--- src/rtl/x_sipo32_pkg.sv ---
// -----------------------------------------------------------------------------
// x_sipo32_pkg
// Shared constants and types for the 32-bit serial-in / parallel-out
// deserialiser.
//   WIDTH      : parallel data width (32)
//   WORD_BITS  : serial bits per word (32, or 33 with the parity bit)
//   CNT_W      : width of the per-word bit counter
//   CNT_LAST   : counter value of the final bit of a word
//   state_t    : SHIFT (collecting bits) / FULL (completed word held, O busy)
// Optional feature macro: X_SIPO32_PARITY_EN (adds one odd-parity bit per word).
// -----------------------------------------------------------------------------
package x_sipo32_pkg;

    localparam int WIDTH = 32;

`ifdef X_SIPO32_PARITY_EN
    localparam int WORD_BITS = WIDTH + 1;
`else
    localparam int WORD_BITS = WIDTH;
`endif

    localparam int CNT_W = $clog2(WORD_BITS);
    localparam logic [CNT_W-1:0] CNT_LAST = CNT_W'(WORD_BITS - 1);

    typedef enum logic [0:0] {
        SHIFT = 1'b0,
        FULL  = 1'b1
    } state_t;

    // Destination bit of the data bit counted by cnt. Only called for data
    // bits, so the low five counter bits are always a valid 0..31 index.
    function automatic logic [4:0] bit_index(input logic [CNT_W-1:0] cnt,
                                             input bit msb_first);
        logic [4:0] idx;
        idx = cnt[4:0];
        return msb_first ? (5'd31 - idx) : idx;
    endfunction

endpackage

--- src/rtl/x_sipo32_cnt.sv ---
// -----------------------------------------------------------------------------
// x_sipo32_cnt
// Per-word bit counter with terminal-count decode.
//   clk   : clock, rising edge
//   rst_n : synchronous active-low reset (counter to 0)
//   inc   : a bit was accepted this cycle (already qualified by clock enable)
//   cnt   : bits accepted so far in the current word
//   last  : cnt is at the final bit of a word; the next inc wraps to 0
// Word length follows X_SIPO32_PARITY_EN through the package constants.
// -----------------------------------------------------------------------------
module x_sipo32_cnt
    import x_sipo32_pkg::*;
(
    input  logic             clk,
    input  logic             rst_n,
    input  logic             inc,
    output logic [CNT_W-1:0] cnt,
    output logic             last
);

    logic [CNT_W-1:0] cnt_q;
    logic [CNT_W-1:0] cnt_d;

    assign last = (cnt_q == CNT_LAST);
    assign cnt  = cnt_q;

    always_comb begin
        cnt_d = cnt_q;
        if (inc) begin
            cnt_d = last ? '0 : (cnt_q + CNT_W'(1));
        end
    end

    always_ff @(posedge clk) begin
        if (!rst_n) begin
            cnt_q <= '0;
        end else begin
            cnt_q <= cnt_d;
        end
    end

endmodule

--- src/rtl/x_sipo32.sv ---
// -----------------------------------------------------------------------------
// x_sipo32
// Serial-in / parallel-out converter with valid/ready handshakes on both sides.
// Parameters:
//   MSB_FIRST : 0 = first bit of a word lands in O[0], 1 = in O[31]
//   INIT      : reset value of O
// Ports:
//   CLK       : clock, rising edge
//   RST_N     : synchronous active-low reset (overrides CE)
//   CE        : clock enable; low holds all state, no handshake completes
//   SI        : serial data bit
//   SI_VALID  : SI carries a bit
//   SI_READY  : bit is accepted this cycle (decoded from state only)
//   O         : assembled word (registered)
//   O_VALID   : O holds an undelivered word (registered)
//   O_READY   : consumer takes O this cycle
//   PERR      : (X_SIPO32_PARITY_EN only) odd-parity error, loads with O
// Optional feature macro: X_SIPO32_PARITY_EN.
// -----------------------------------------------------------------------------
module x_sipo32
    import x_sipo32_pkg::*;
#(
    parameter bit               MSB_FIRST = 1'b0,
    parameter logic [WIDTH-1:0] INIT      = 32'h0000_0000
) (
    input  logic             CLK,
    input  logic             RST_N,
    input  logic             CE,
    input  logic             SI,
    input  logic             SI_VALID,
    output logic             SI_READY,
    output logic [WIDTH-1:0] O,
    output logic             O_VALID,
    input  logic             O_READY
`ifdef X_SIPO32_PARITY_EN
    ,
    output logic             PERR
`endif
);

    state_t           state_q;
    state_t           state_d;
    logic [WIDTH-1:0] asm_q;
    logic [WIDTH-1:0] asm_d;
    logic [WIDTH-1:0] o_q;
    logic [WIDTH-1:0] o_d;
    logic             o_valid_q;
    logic             o_valid_d;

    logic [CNT_W-1:0] cnt;
    logic             cnt_last;
    logic             accept;
    logic             deliver;
    logic             data_bit;
    logic             load;
    logic [WIDTH-1:0] word_next;

    assign SI_READY = (state_q == SHIFT);
    assign accept   = CE & SI_VALID & SI_READY;
    assign deliver  = CE & o_valid_q & O_READY;

    x_sipo32_cnt u_cnt (
        .clk   (CLK),
        .rst_n (RST_N),
        .inc   (accept),
        .cnt   (cnt),
        .last  (cnt_last)
    );

`ifdef X_SIPO32_PARITY_EN
    // The final counted bit of a word is the parity bit, not data.
    assign data_bit = ~cnt_last;
`else
    assign data_bit = 1'b1;
`endif

    always_comb begin
        // The assembly register doubles as the held word while in FULL; no
        // bits are accepted there, so it stays intact until delivered. Stale
        // bits left from the previous word are all overwritten before the
        // next completion.
        word_next = asm_q;
        if (accept && data_bit) begin
            word_next[bit_index(cnt, MSB_FIRST)] = SI;
        end
        asm_d   = word_next;
        state_d = state_q;
        load    = 1'b0;
        case (state_q)
            SHIFT: begin
                if (accept && cnt_last) begin
                    // O is free if empty or being taken on this same edge.
                    if (!o_valid_q || deliver) begin
                        load = 1'b1;
                    end else begin
                        state_d = FULL;
                    end
                end
            end
            FULL: begin
                if (deliver) begin
                    load    = 1'b1;
                    state_d = SHIFT;
                end
            end
            default: state_d = SHIFT;
        endcase
        o_d       = load ? word_next : o_q;
        o_valid_d = load | (o_valid_q & ~deliver);
    end

    always_ff @(posedge CLK) begin
        if (!RST_N) begin
            state_q   <= SHIFT;
            asm_q     <= '0;
            o_q       <= INIT;
            o_valid_q <= 1'b0;
        end else if (CE) begin
            state_q   <= state_d;
            asm_q     <= asm_d;
            o_q       <= o_d;
            o_valid_q <= o_valid_d;
        end
    end

    assign O       = o_q;
    assign O_VALID = o_valid_q;

`ifdef X_SIPO32_PARITY_EN
    logic par_q;
    logic par_d;
    logic perr_q;
    logic perr_d;

    always_comb begin
        // In FULL nothing is accepted, so par_d is the held parity bit; in
        // SHIFT on completion it is the parity bit arriving now.
        par_d = par_q;
        if (accept && !data_bit) begin
            par_d = SI;
        end
        // Odd parity: the 33 bits must XOR to 1.
        perr_d = load ? ~(^word_next ^ par_d) : perr_q;
    end

    always_ff @(posedge CLK) begin
        if (!RST_N) begin
            par_q  <= 1'b0;
            perr_q <= 1'b0;
        end else if (CE) begin
            par_q  <= par_d;
            perr_q <= perr_d;
        end
    end

    assign PERR = perr_q;
`endif

endmodule
--- config.mk ---
export PLATFORM = sky130hd
export DESIGN_NAME = x_sipo32
export DESIGN_NICKNAME = d
export VERILOG_FILES = /design/src/rtl/x_sipo32_pkg.sv /design/src/rtl/x_sipo32_cnt.sv /design/src/rtl/x_sipo32.sv
export SDC_FILE = /design/constraint.sdc
export NUM_CORES = 1
export LEC_CHECK = 0
export CAP_MARGIN = 15
export CORE_AREA = 2 2 119 75
export CTS_CLUSTER_SIZE = 12
export DETAILED_ROUTE_END_ITERATION = 10
export DIE_AREA = 0 0 121 77
export DONT_BUFFER_PORTS = 1
export HOLD_SLACK_MARGIN = 0.08
export SLEW_MARGIN = 20
export SYNTH_ARGS = -nofsm -noshare
export SYNTH_HDL_FRONTEND = slang
export SYNTH_HIERARCHICAL = 1
export SYNTH_SLANG_ARGS = --single-unit
--- constraint.sdc ---
create_clock -name CLK -period 2.2 [get_ports CLK]
set_input_delay 0.22 -clock CLK [delete_from_list [all_inputs] [get_ports CLK]]
set_output_delay 0.22 -clock CLK [all_outputs]
set_load 0.05 [all_outputs]
==> results.sh, run 1 <==
export IMPL_port_buffers=0
export IMPL_io_pins=40
export IMPL_synth_edf_count=0
export IMPL_hold_depth=2
export IMPL_syn_area_per_cell_um2=9.42
export IMPL_critPathMaxFanout=16
export IMPL_cts_tree="yes"
export IMPL_rows=26
export IMPL_start_util_pct=39.0
export IMPL_clkTransAtPathRegs_ps=60
export IMPL_setup_tns_final_ps=0
export IMPL_area_delta_synth_final_pct=16.2
export IMPL_synth_area_um2=3210
export IMPL_gp_congestion=0.800
export IMPL_wire_per_inst_um=20.3
export IMPL_ys_seq_area_share_pct=44.2
export IMPL_clock_latency_ps=340
export IMPL_grt_pass1_wl_um=15200
export IMPL_fin_util_pct=45.4
export IMPL_fin_ws_ps=116
export IMPL_synthFlopType="dfxtp_1"
export IMPL_p_clk_share_pct=49.7
export IMPL_irDropWorstVdd_mv=0.443
export IMPL_first_pass_iters=5
export IMPL_p_total_mw=2.76
export IMPL_instances_no_fill=458
export IMPL_initialDrtViolationCount=338
export IMPL_status="complete, no violations"
export IMPL_clock_fmax_ghz=0.480
export IMPL_holdWs_ps=87.5
export IMPL_via_per_inst=6.37
export IMPL_yosysUniqueCellTypes=39
export IMPL_finalCriticalPeriod_ps=2080
export IMPL_ys_warnings_count=6
export IMPL_clkSinkCount=71
export IMPL_comb_power_share_pct=3.5
export IMPL_swShare_pct=21.4
export IMPL_syn_inst=341
export IMPL_endpoint_kind="flip-flop"
export IMPL_drv_slew=0
export IMPL_finalClockSkew_ps=8.04
export IMPL_p_leak_nw=1.14
export IMPL_arrival_ps=2320
export IMPL_dieHeight_um=77
export IMPL_drive_gt1_share_pct=15.0
export IMPL_seqPwrFrac_pct=46.8
export IMPL_powerDensity_nw_per_um2=739
export IMPL_coreArea_um2=8230
export IMPL_async_reset_ff_share_pct=0
export IMPL_relSlewSlack_pct=51.9
export IMPL_cts_made_buffers=9
export IMPL_pre_cts_slack_ps=93.3
export IMPL_routed_wirelength_um=9300
export IMPL_finalHoldViolCount=0
export IMPL_worst_pin_slew_ps=719
export IMPL_hold_path_class="in2reg"
export IMPL_final_area_um2=3730
export IMPL_grt_overflow=0
export IMPL_ant_nets=0
export IMPL_cp_required_ps=2430
export IMPL_net_switching_power_mw=0.589
export IMPL_num_vias=2916
export IMPL_syn_nets=349
export IMPL_die_x_um=121
export IMPL_placed_cells_incl_taps=437
export IMPL_intPower_mw=2.17
export IMPL_grt_max_degree=65
export IMPL_ff2ff_path_depth=7
export IMPL_setup_violations=0
export IMPL_antenna_cells=0
export IMPL_criticalPathCategory="reg2reg"
export IMPL_hpwl_um=5440
export IMPL_finalNetCount=350
export IMPL_antenna_found_initial=0
export IMPL_drc=0
export IMPL_dpl_cell_area_um2=3380
export IMPL_clockRootBuffer="clkbuf_16"
export IMPL_htree_levels=3
export IMPL_fin_crit_sh_pct=94.7
export IMPL_grt_use_total_pct=21.1
export IMPL_start_kind="flip-flop"
export IMPL_ys_ff_latch=71
export IMPL_clock_tree_buffer_depth=2
export IMPL_maxCapViolations=0
export IMPL_first_global_vias=2722
export IMPL_die_area_um2=9320
[synth_stat cells (3+ instances only)]
| cell type | count | area [um^2] |
|---|---|---|
| nand4bb_1 | 3 | 33.8 |
| nand2b_1 | 4 | 25.0 |
| o21ai_0 | 24 | 120 |
| o41ai_1 | 4 | 35.0 |
| inv_1 | 4 | 15.0 |
| clkbuf_1 | 27 | 101 |
| a21oi_1 | 34 | 170 |
| a311oi_1 | 33 | 289 |
| nor2b_1 | 8 | 50.1 |
| nand4_1 | 33 | 206 |
| dfxtp_1 | 71 | 1420 |
| nand4b_1 | 5 | 43.8 |
| a41oi_1 | 33 | 289 |
| buf_2 | 18 | 90.1 |
| or4b_1 | 4 | 40.0 |
| buf_6 | 3 | 33.8 |
[worst max-delay path: stages, from the launching register on]
cell	delay, ps
dfxtp_1	310
ha_1	210
and3_1	190
ha_1	260
a21o_1	240
and4_2	320
buf_12	190
a311oi_1	260
[power groups by stage]
stage | logic (mW) | clock network [mW] | registers [mW]
3_3_place_gp | 0.0795 | 0 | 1.32
2_1_floorplan | 0.0735 | 0 | 1.32
3_5_place_dp | 0.0793 | 0 | 1.32
5_1_grt | 0.105 | 1.45 | 1.29
4_1_cts | 0.0930 | 1.39 | 1.29
6_report | 0.0971 | 1.37 | 1.29
[layer usage]
layer	global-route usage, %	wire length (um)	vias to the layer above
li1	-	-	1388
met1	30.7	4580	1409
met2	28.3	3970	104
met3	7.81	625	15
met4	6.86	121	0
met5	0	0	-
[repair_timing]
item	4_1_cts	5_1_grt
resized for setup	0	4
setup endpoints to repair	0	29
buffers inserted	0	0
hold buffers	5	1
endpoints found under the hold margin	26	1
[state kept, by name (all words and copies together) (netlist names)]
| name | flops |
|---|---|
| O | 32 |
| asm_q | 32 |
| state_q | 1 |
| O_VALID | 1 |
| u_cnt/cnt | 5 |
[final timing paths]
check | startpoint | to | slack [ps]
setup / recovery | u_cnt/cnt[0] | O[24] | 120
hold / removal | SI | asm_q[11] | 90
setup reg to reg | u_cnt/cnt[0] | O[24] | 120
hold reg to reg | asm_q[20] | asm_q[20] | 480
[cell families (layout without fill, tap and decap cells)]
| logic type | after synthesis | count (layout) | synth area share [%] |
|---|---|---|---|
| compound gates | 139 | 139 | 30.6 |
| flops | 71 | 71 | 44.2 |
| mux | 2 | 2 | 0.623 |
| simple gates | 73 | 73 | 16.0 |
| fa+ha+maj | 2 | 2 | 0.779 |
| buf+inv | 54 | 59 | 7.83 |
[cells in the final DEF, fill, tap and decap left out, types with 2 or more instances in the layout]
| master | count |
|---|---|
| a21oi_1 | 34 |
| a311oi_1 | 32 |
| a31o_2 | 2 |
| a41oi_1 | 33 |
| and2_1 | 2 |
| and3_1 | 2 |
| buf_4 | 31 |
| clkbuf_1 | 3 |
| clkbuf_16 | 9 |
| clkbuf_8 | 3 |
| dfxtp_1 | 71 |
| dlygate4sd3_1 | 6 |
| ha_1 | 2 |
| inv_1 | 3 |
| mux2i_1 | 2 |
| nand2_1 | 2 |
| nand2b_1 | 4 |
| nand4_1 | 33 |
| nand4b_1 | 5 |
| nand4bb_1 | 3 |
| nor2_2 | 2 |
| nor2b_1 | 8 |
| o21ai_0 | 24 |
| o21ai_1 | 2 |
| o31ai_1 | 2 |
| o41ai_1 | 4 |
| or4_1 | 2 |
| or4b_1 | 4 |
[cell type report]
type | count | area [um^2]
Fill cell | 795 | 4500
Clock buffer | 15 | 278
Inverter | 5 | 18.8
Timing Repair Buffer | 39 | 328
Tap cell | 112 | 140
Multi-Input combinational cell | 216 | 1550
Sequential cell | 71 | 1420
Power figures use the tool's default switching activity.
==> inputs of run 2 (changes only) <==
Settings changed: MAX_ROUTING_LAYER from default to met4, SYNTH_HIERARCHICAL 1 to default.
==> results.sh, run 2 <==
export IMPL_status="complete, no violations"
export IMPL_grtUsageMet2_pct=28.0
export IMPL_fin_crit_sh_pct=92.1
export IMPL_antenna_found_initial=0
export IMPL_cts_setup_buffers=0
export IMPL_maxCapViolations=0
export IMPL_start_util_pct=38.8
export IMPL_clock_fmax_ghz=0.494
export IMPL_initialDrtViolationCount=283
export IMPL_coreArea_um2=8230
export IMPL_synth_area_um2=3190
export IMPL_final_cell_mix="71 x dfxtp_1, 35 x a21oi_1, 33 x nand3_1, 33 x o21ai_0, 33 x a41oi_1"
export IMPL_cts_made_buffers=9
export IMPL_irDropWorstVdd_mv=0.375
export IMPL_endpoint_kind="flip-flop"
export IMPL_setup_violations=0
export IMPL_synth_edf_count=0
export IMPL_synthFlopType="dfxtp_1"
export IMPL_met1_usage_pct=31.5
export IMPL_instances_no_fill=446
export IMPL_grtUsageMet3_pct=6.92
export IMPL_cts_tree="yes"
export IMPL_die_x_um=121
export IMPL_p_leak_nw=1.15
export IMPL_clock_latency_ps=330
export IMPL_rows=26
export IMPL_placed_cells_incl_taps=427
export IMPL_io_pins=40
export IMPL_crit_start="u_cnt.cnt[0]"
export IMPL_critPathSlowestCell="dfxtp_1"
export IMPL_clkTransAtPathRegs_ps=50
export IMPL_finalHoldViolCount=0
export IMPL_crit_chain="ha_1, and3_1, ha_2, a21o_2, buf_6, a41oi_1, a311oi_1"
export IMPL_syn_area_per_cell_um2=9.62
export IMPL_finalNetCount=342
export IMPL_finalClockSkew_ps=3.37
export IMPL_powerDensity_nw_per_um2=756
export IMPL_routed_wirelength_um=9310
export IMPL_cp_top_family="compound AO/OA/AOI/OAI gates"
export IMPL_rr_startpoint="u_cnt.cnt[0]"
export IMPL_cp_num_buf_inv=1
export IMPL_ys_seq_area_share_pct=44.5
export IMPL_cp_required_ps=2430
export IMPL_grt_max_degree=46
export IMPL_area_delta_synth_final_pct=14.1
export IMPL_arrival_ps=2260
export IMPL_worst_r2r_endpoint="O[11]"
export IMPL_grt_busiest_layer="met1"
export IMPL_synth_area_leaders="dfxtp_1 45%, a41oi_1 9.1%, a311oi_1 8.0%"
export IMPL_first_pass_iters=5
export IMPL_dieHeight_um=77
export IMPL_slowest_delay_ps=330
export IMPL_yosysMostFrequentCell="dfxtp_1"
export IMPL_drc=0
export IMPL_drive_gt1_share_pct=16.2
export IMPL_grt_use_total_pct=21.5
export IMPL_async_reset_ff_share_pct=0
export IMPL_grt_pass1_wl_um=15000
export IMPL_fillers=785
export IMPL_clock_tree_buffer_depth=2
export IMPL_start_kind="flip-flop"
export IMPL_hold_path_class="in2reg"
export IMPL_holdWs_ps=90.2
export IMPL_criticalPathCategory="reg2reg"
export IMPL_finalCriticalPeriod_ps=2030
export IMPL_first_global_vias=2639
export IMPL_ant_nets=0
export IMPL_ys_warnings_count=0
export IMPL_netlist_top_cell_by_area="dfxtp_1"
export IMPL_ff2ff_path_depth=7
export IMPL_fin_ws_ps=175
export IMPL_clockRootBuffer="clkbuf_16"
export IMPL_synth_commonest_cells="71 x dfxtp_1, 35 x a21oi_1, 33 x a41oi_1, 33 x nand3_1, 33 x o21ai_0"
export IMPL_critPathMaxFanout=32
export IMPL_via_per_inst=6.26
export IMPL_yosysUniqueCellTypes=39
export IMPL_syn_nets=343
export IMPL_crit_path_end="O[11]"
export IMPL_ys_ff_latch=71
export IMPL_worst_pin_slew_ps=903
export IMPL_die_area_um2=9320
export IMPL_clkSinkCount=71
export IMPL_pre_cts_slack_ps=67.6
export IMPL_rsz0062_at_grt="false"
export IMPL_setup_tns_final_ps=0
export IMPL_syn_inst=332
export IMPL_layout_commonest_cell="dfxtp_1"
export IMPL_hpwl_um=5500
export IMPL_antenna_cells=0
export IMPL_num_vias=2794
export IMPL_grt_overflow=0
export IMPL_worstSetupPathDepth=7
export IMPL_relSlewSlack_pct=39.6
export IMPL_drv_slew=0
export IMPL_wire_per_inst_um=20.9
export IMPL_ff2ff_setup_slack_ps=170
export IMPL_synth_top_cell_area_share_pct=44.5
export IMPL_gp_congestion=0.828
export IMPL_htree_levels=3
export IMPL_port_buffers=0
==> run 2: stage by stage <==
stage	total power, mW	cell area, um^2	utilization [%]
5_1_grt	2.83	3640	44.3
3_3_place_gp	1.39	3300	40.1
4_1_cts	2.78	3630	44.1
6_report	2.75	3640	44.3
2_1_floorplan	1.38	3190	-
3_5_place_dp	1.39	3300	40.1
==> run 2: layout make-up <==
class | instances | area, um^2 | area share [%]
multi-input combinational | 215 | 1530 | 42.0
sequential | 71 | 1420 | 39.0
clock buffer | 14 | 284 | 7.80
timing repair buffer | 28 | 243 | 6.66
tap | 112 | 140 | 3.85
inverter | 6 | 22.5 | 0.618
==> run 2: worst min path at each step <==
stage | start | endpoint | slack [ps] | depth (start not counted)
finish | SI | asm_q[16] | 90 | 2
global route | SI | asm_q[22] | 100 | 2
floorplan | RST_N | O_VALID | 340 | 1
CTS | SI | asm_q[16] | 80 | 2
global placement | RST_N | O_VALID | 340 | 1
detailed placement | CE | state_q | 340 | 1
==> run 2: layer usage <==
layer	vias to the layer above	part of all wire (%)
met5	-	0
met4	0	0.88
met3	11	8.8
met2	107	41
met1	1353	49
li1	1323	-
==> run 2: cells by family (layout without fill, tap and decap cells) <==
logic type,Yosys count,in the layout,share of synthesized area (%)
buffers and inverters,46,48,7.60
multiplexers,2,2,0.627
AND/OR/NAND/NOR,69,69,14.6
adder cells (fa/ha/maj),5,5,1.96
flip-flops,71,71,44.5
AO/OA/AOI/OAI,139,139,30.7
==> run 2: worst register-to-register path, stage by stage, from the launching register on <==
cell	delay, ps
dfxtp_1	330
ha_1	250
and3_1	190
ha_2	240
a21o_2	160
buf_6	270
a41oi_1	190
a311oi_1	290
==> run 2: where the power goes <==
| group | internal (mW) | switching [mW] |
|---|---|---|
| Sequential | 1.29 | 0.00145 |
| Combinational | 0.0273 | 0.0572 |
| Clock | 0.873 | 0.505 |
| Total | 2.19 | 0.564 |
==> run 2: timing repair <==
action                                  in CTS  in global routing
hold buffers                                 5                  0
endpoints found under the hold margin       27                  0
gates resized for setup                      0                  3
endpoints found under the setup margin       0                 33
==> inputs of run 3 (changes only) <==
Settings changed: CORE_AREA 2 2 119 75 to 2 2 93 95, DIE_AREA 0 0 121 77 to 0 0 95 97.
Clock period 2.2 ns to 2.4 ns, I/O delays scaled along.
==> results.sh, run 3 (same netlist as run 2, synthesis figures left out) <==
export IMPL_status="complete, no violations"
export IMPL_start_kind="flip-flop"
export IMPL_slowest_delay_ps=570
export IMPL_holdWs_ps=90.7
export IMPL_criticalPathCategory="reg2reg"
export IMPL_worst_r2r_endpoint="state_q"
export IMPL_critPathMaxFanout=7
export IMPL_crit_chain="ha_1, and3_1, ha_1, buf_4, a41oi_1, a311oi_1, dlygate4sd3_1"
export IMPL_num_vias=2799
export IMPL_setup_tns_final_ps=0
export IMPL_drive_gt1_share_pct=12.6
export IMPL_clkTransAtPathRegs_ps=70
export IMPL_grt_pass1_wl_um=14300
export IMPL_rr_startpoint="u_cnt.cnt[0]"
export IMPL_ff2ff_setup_slack_ps=280
export IMPL_finalHoldViolCount=0
export IMPL_antenna_cells=0
export IMPL_fillers=779
export IMPL_endpoint_kind="flip-flop"
export IMPL_fin_ws_ps=275
export IMPL_drc=0
export IMPL_area_delta_synth_final_pct=8.07
export IMPL_irDropWorstVdd_mv=0.212
export IMPL_final_cell_mix="71 x dfxtp_1, 35 x a21oi_1, 33 x nand3_1, 33 x o21ai_0, 33 x a41oi_1"
export IMPL_routed_wirelength_um=8970
export IMPL_setup_violations=0
export IMPL_finalNetCount=331
export IMPL_critPathSlowestCell="dlygate4sd3_1"
export IMPL_drv_slew=0
export IMPL_maxCapViolations=0
export IMPL_clock_latency_ps=340
export IMPL_ant_nets=0
export IMPL_hpwl_um=4950
export IMPL_io_pins=40
export IMPL_path_common_cell="ha_1"
export IMPL_grt_use_total_pct=20.7
export IMPL_clockRootBuffer="clkbuf_8"
export IMPL_htree_levels=3
export IMPL_clkSinkCount=71
export IMPL_cts_setup_buffers=0
export IMPL_cts_tree="yes"
export IMPL_cts_made_buffers=9
export IMPL_layout_commonest_cell="dfxtp_1"
export IMPL_coreArea_um2=8130
export IMPL_first_pass_iters=4
export IMPL_finalCriticalPeriod_ps=2120
export IMPL_first_global_vias=2601
export IMPL_crit_start="u_cnt.cnt[0]"
export IMPL_antenna_found_initial=0
export IMPL_dieHeight_um=97
export IMPL_gp_congestion=0.798
export IMPL_rows=33
export IMPL_die_area_um2=9220
export IMPL_finalClockSkew_ps=9.86
export IMPL_start_util_pct=39.3
export IMPL_ff2ff_path_depth=7
export IMPL_hold_path_class="in2reg"
export IMPL_clock_fmax_ghz=0.471
export IMPL_fin_crit_sh_pct=88.5
export IMPL_grt_max_degree=49
export IMPL_relSlewSlack_pct=60.1
export IMPL_cts_resized=0
export IMPL_crit_path_end="state_q"
export IMPL_clock_tree_buffer_depth=2
export IMPL_powerDensity_nw_per_um2=611
export IMPL_cp_required_ps=2630
export IMPL_rsz0062_at_grt="false"
export IMPL_die_x_um=95
export IMPL_p_leak_nw=1.05
export IMPL_pre_cts_slack_ps=315
export IMPL_via_per_inst=6.51
export IMPL_grt_overflow=0
export IMPL_port_buffers=0
export IMPL_wire_per_inst_um=20.9
export IMPL_worst_pin_slew_ps=598
export IMPL_initialDrtViolationCount=171
export IMPL_arrival_ps=2350
## run 3: cell type report
| type | instances | area (um^2) | share of cell area, % |
|---|---|---|---|
| multi-input combinational | 215 | 1530 | 44.3 |
| clock inverter | 3 | 17.5 | 0.508 |
| timing repair buffer | 17 | 170 | 4.93 |
| sequential | 71 | 1420 | 41.2 |
| clock buffer | 13 | 159 | 4.60 |
| tap | 105 | 131 | 3.81 |
| inverter | 6 | 22.5 | 0.653 |
## run 3: worst min path at each step
stage / from / to / slack [ps] / depth (start not counted)
after floorplan: RST_N / O_VALID / 360 / 1
after global placement: CE / state_q / 360 / 1
after detailed placement: CE / state_q / 370 / 1
after CTS: SI / asm_q[27] / 80 / 2
after global routing: SI / asm_q[22] / 100 / 2
final: SI / asm_q[6] / 90 / 2
## run 3: report_power, final
| group | internal (mW) | total, mW | switching (mW) |
|---|---|---|---|
| clock network | 0.429 | 0.857 | 0.428 |
| logic | 0.0215 | 0.0696 | 0.0481 |
| registers | 1.18 | 1.18 | 0.00295 |
| total | 1.63 | 2.11 | 0.479 |
## run 3: critical path: cells and delay by family (launching register included)
kind | cells | cell delay [ps]
buffers and inverters | 2 | 730
AND/OR/NAND/NOR | 1 | 200
flip-flops | 1 | 370
AO/OA/AOI/OAI | 2 | 270
adder cells (fa/ha/maj) | 2 | 460
## run 3: metal layers
layer	vias to the layer above	wire length [um]	track usage [%]
li1	1298	-	-
met1	1382	3910	26.8
met2	103	4250	31.3
met3	16	614	4.13
met4	0	200	9.03
met5	-	0	-
## run 3: per-stage QoR
| stage | util, % | power, mW | instances | area, um^2 |
|---|---|---|---|---|
| 5_1_grt | 42.4 | 2.18 | 430 | 3450 |
| 2_1_floorplan | - | 1.27 | 332 | 3190 |
| 4_1_cts | 42.4 | 2.12 | 430 | 3450 |
| 3_5_place_dp | 39.4 | 1.27 | 407 | 3200 |
| 3_3_place_gp | 39.4 | 1.26 | 407 | 3200 |
| 6_report | 42.4 | 2.11 | 430 | 3450 |
## run 3: repair_timing
item,CTS,global route
hold buffers,7,0
endpoints found under the hold margin,14,0
endpoints found under the setup margin,0,0
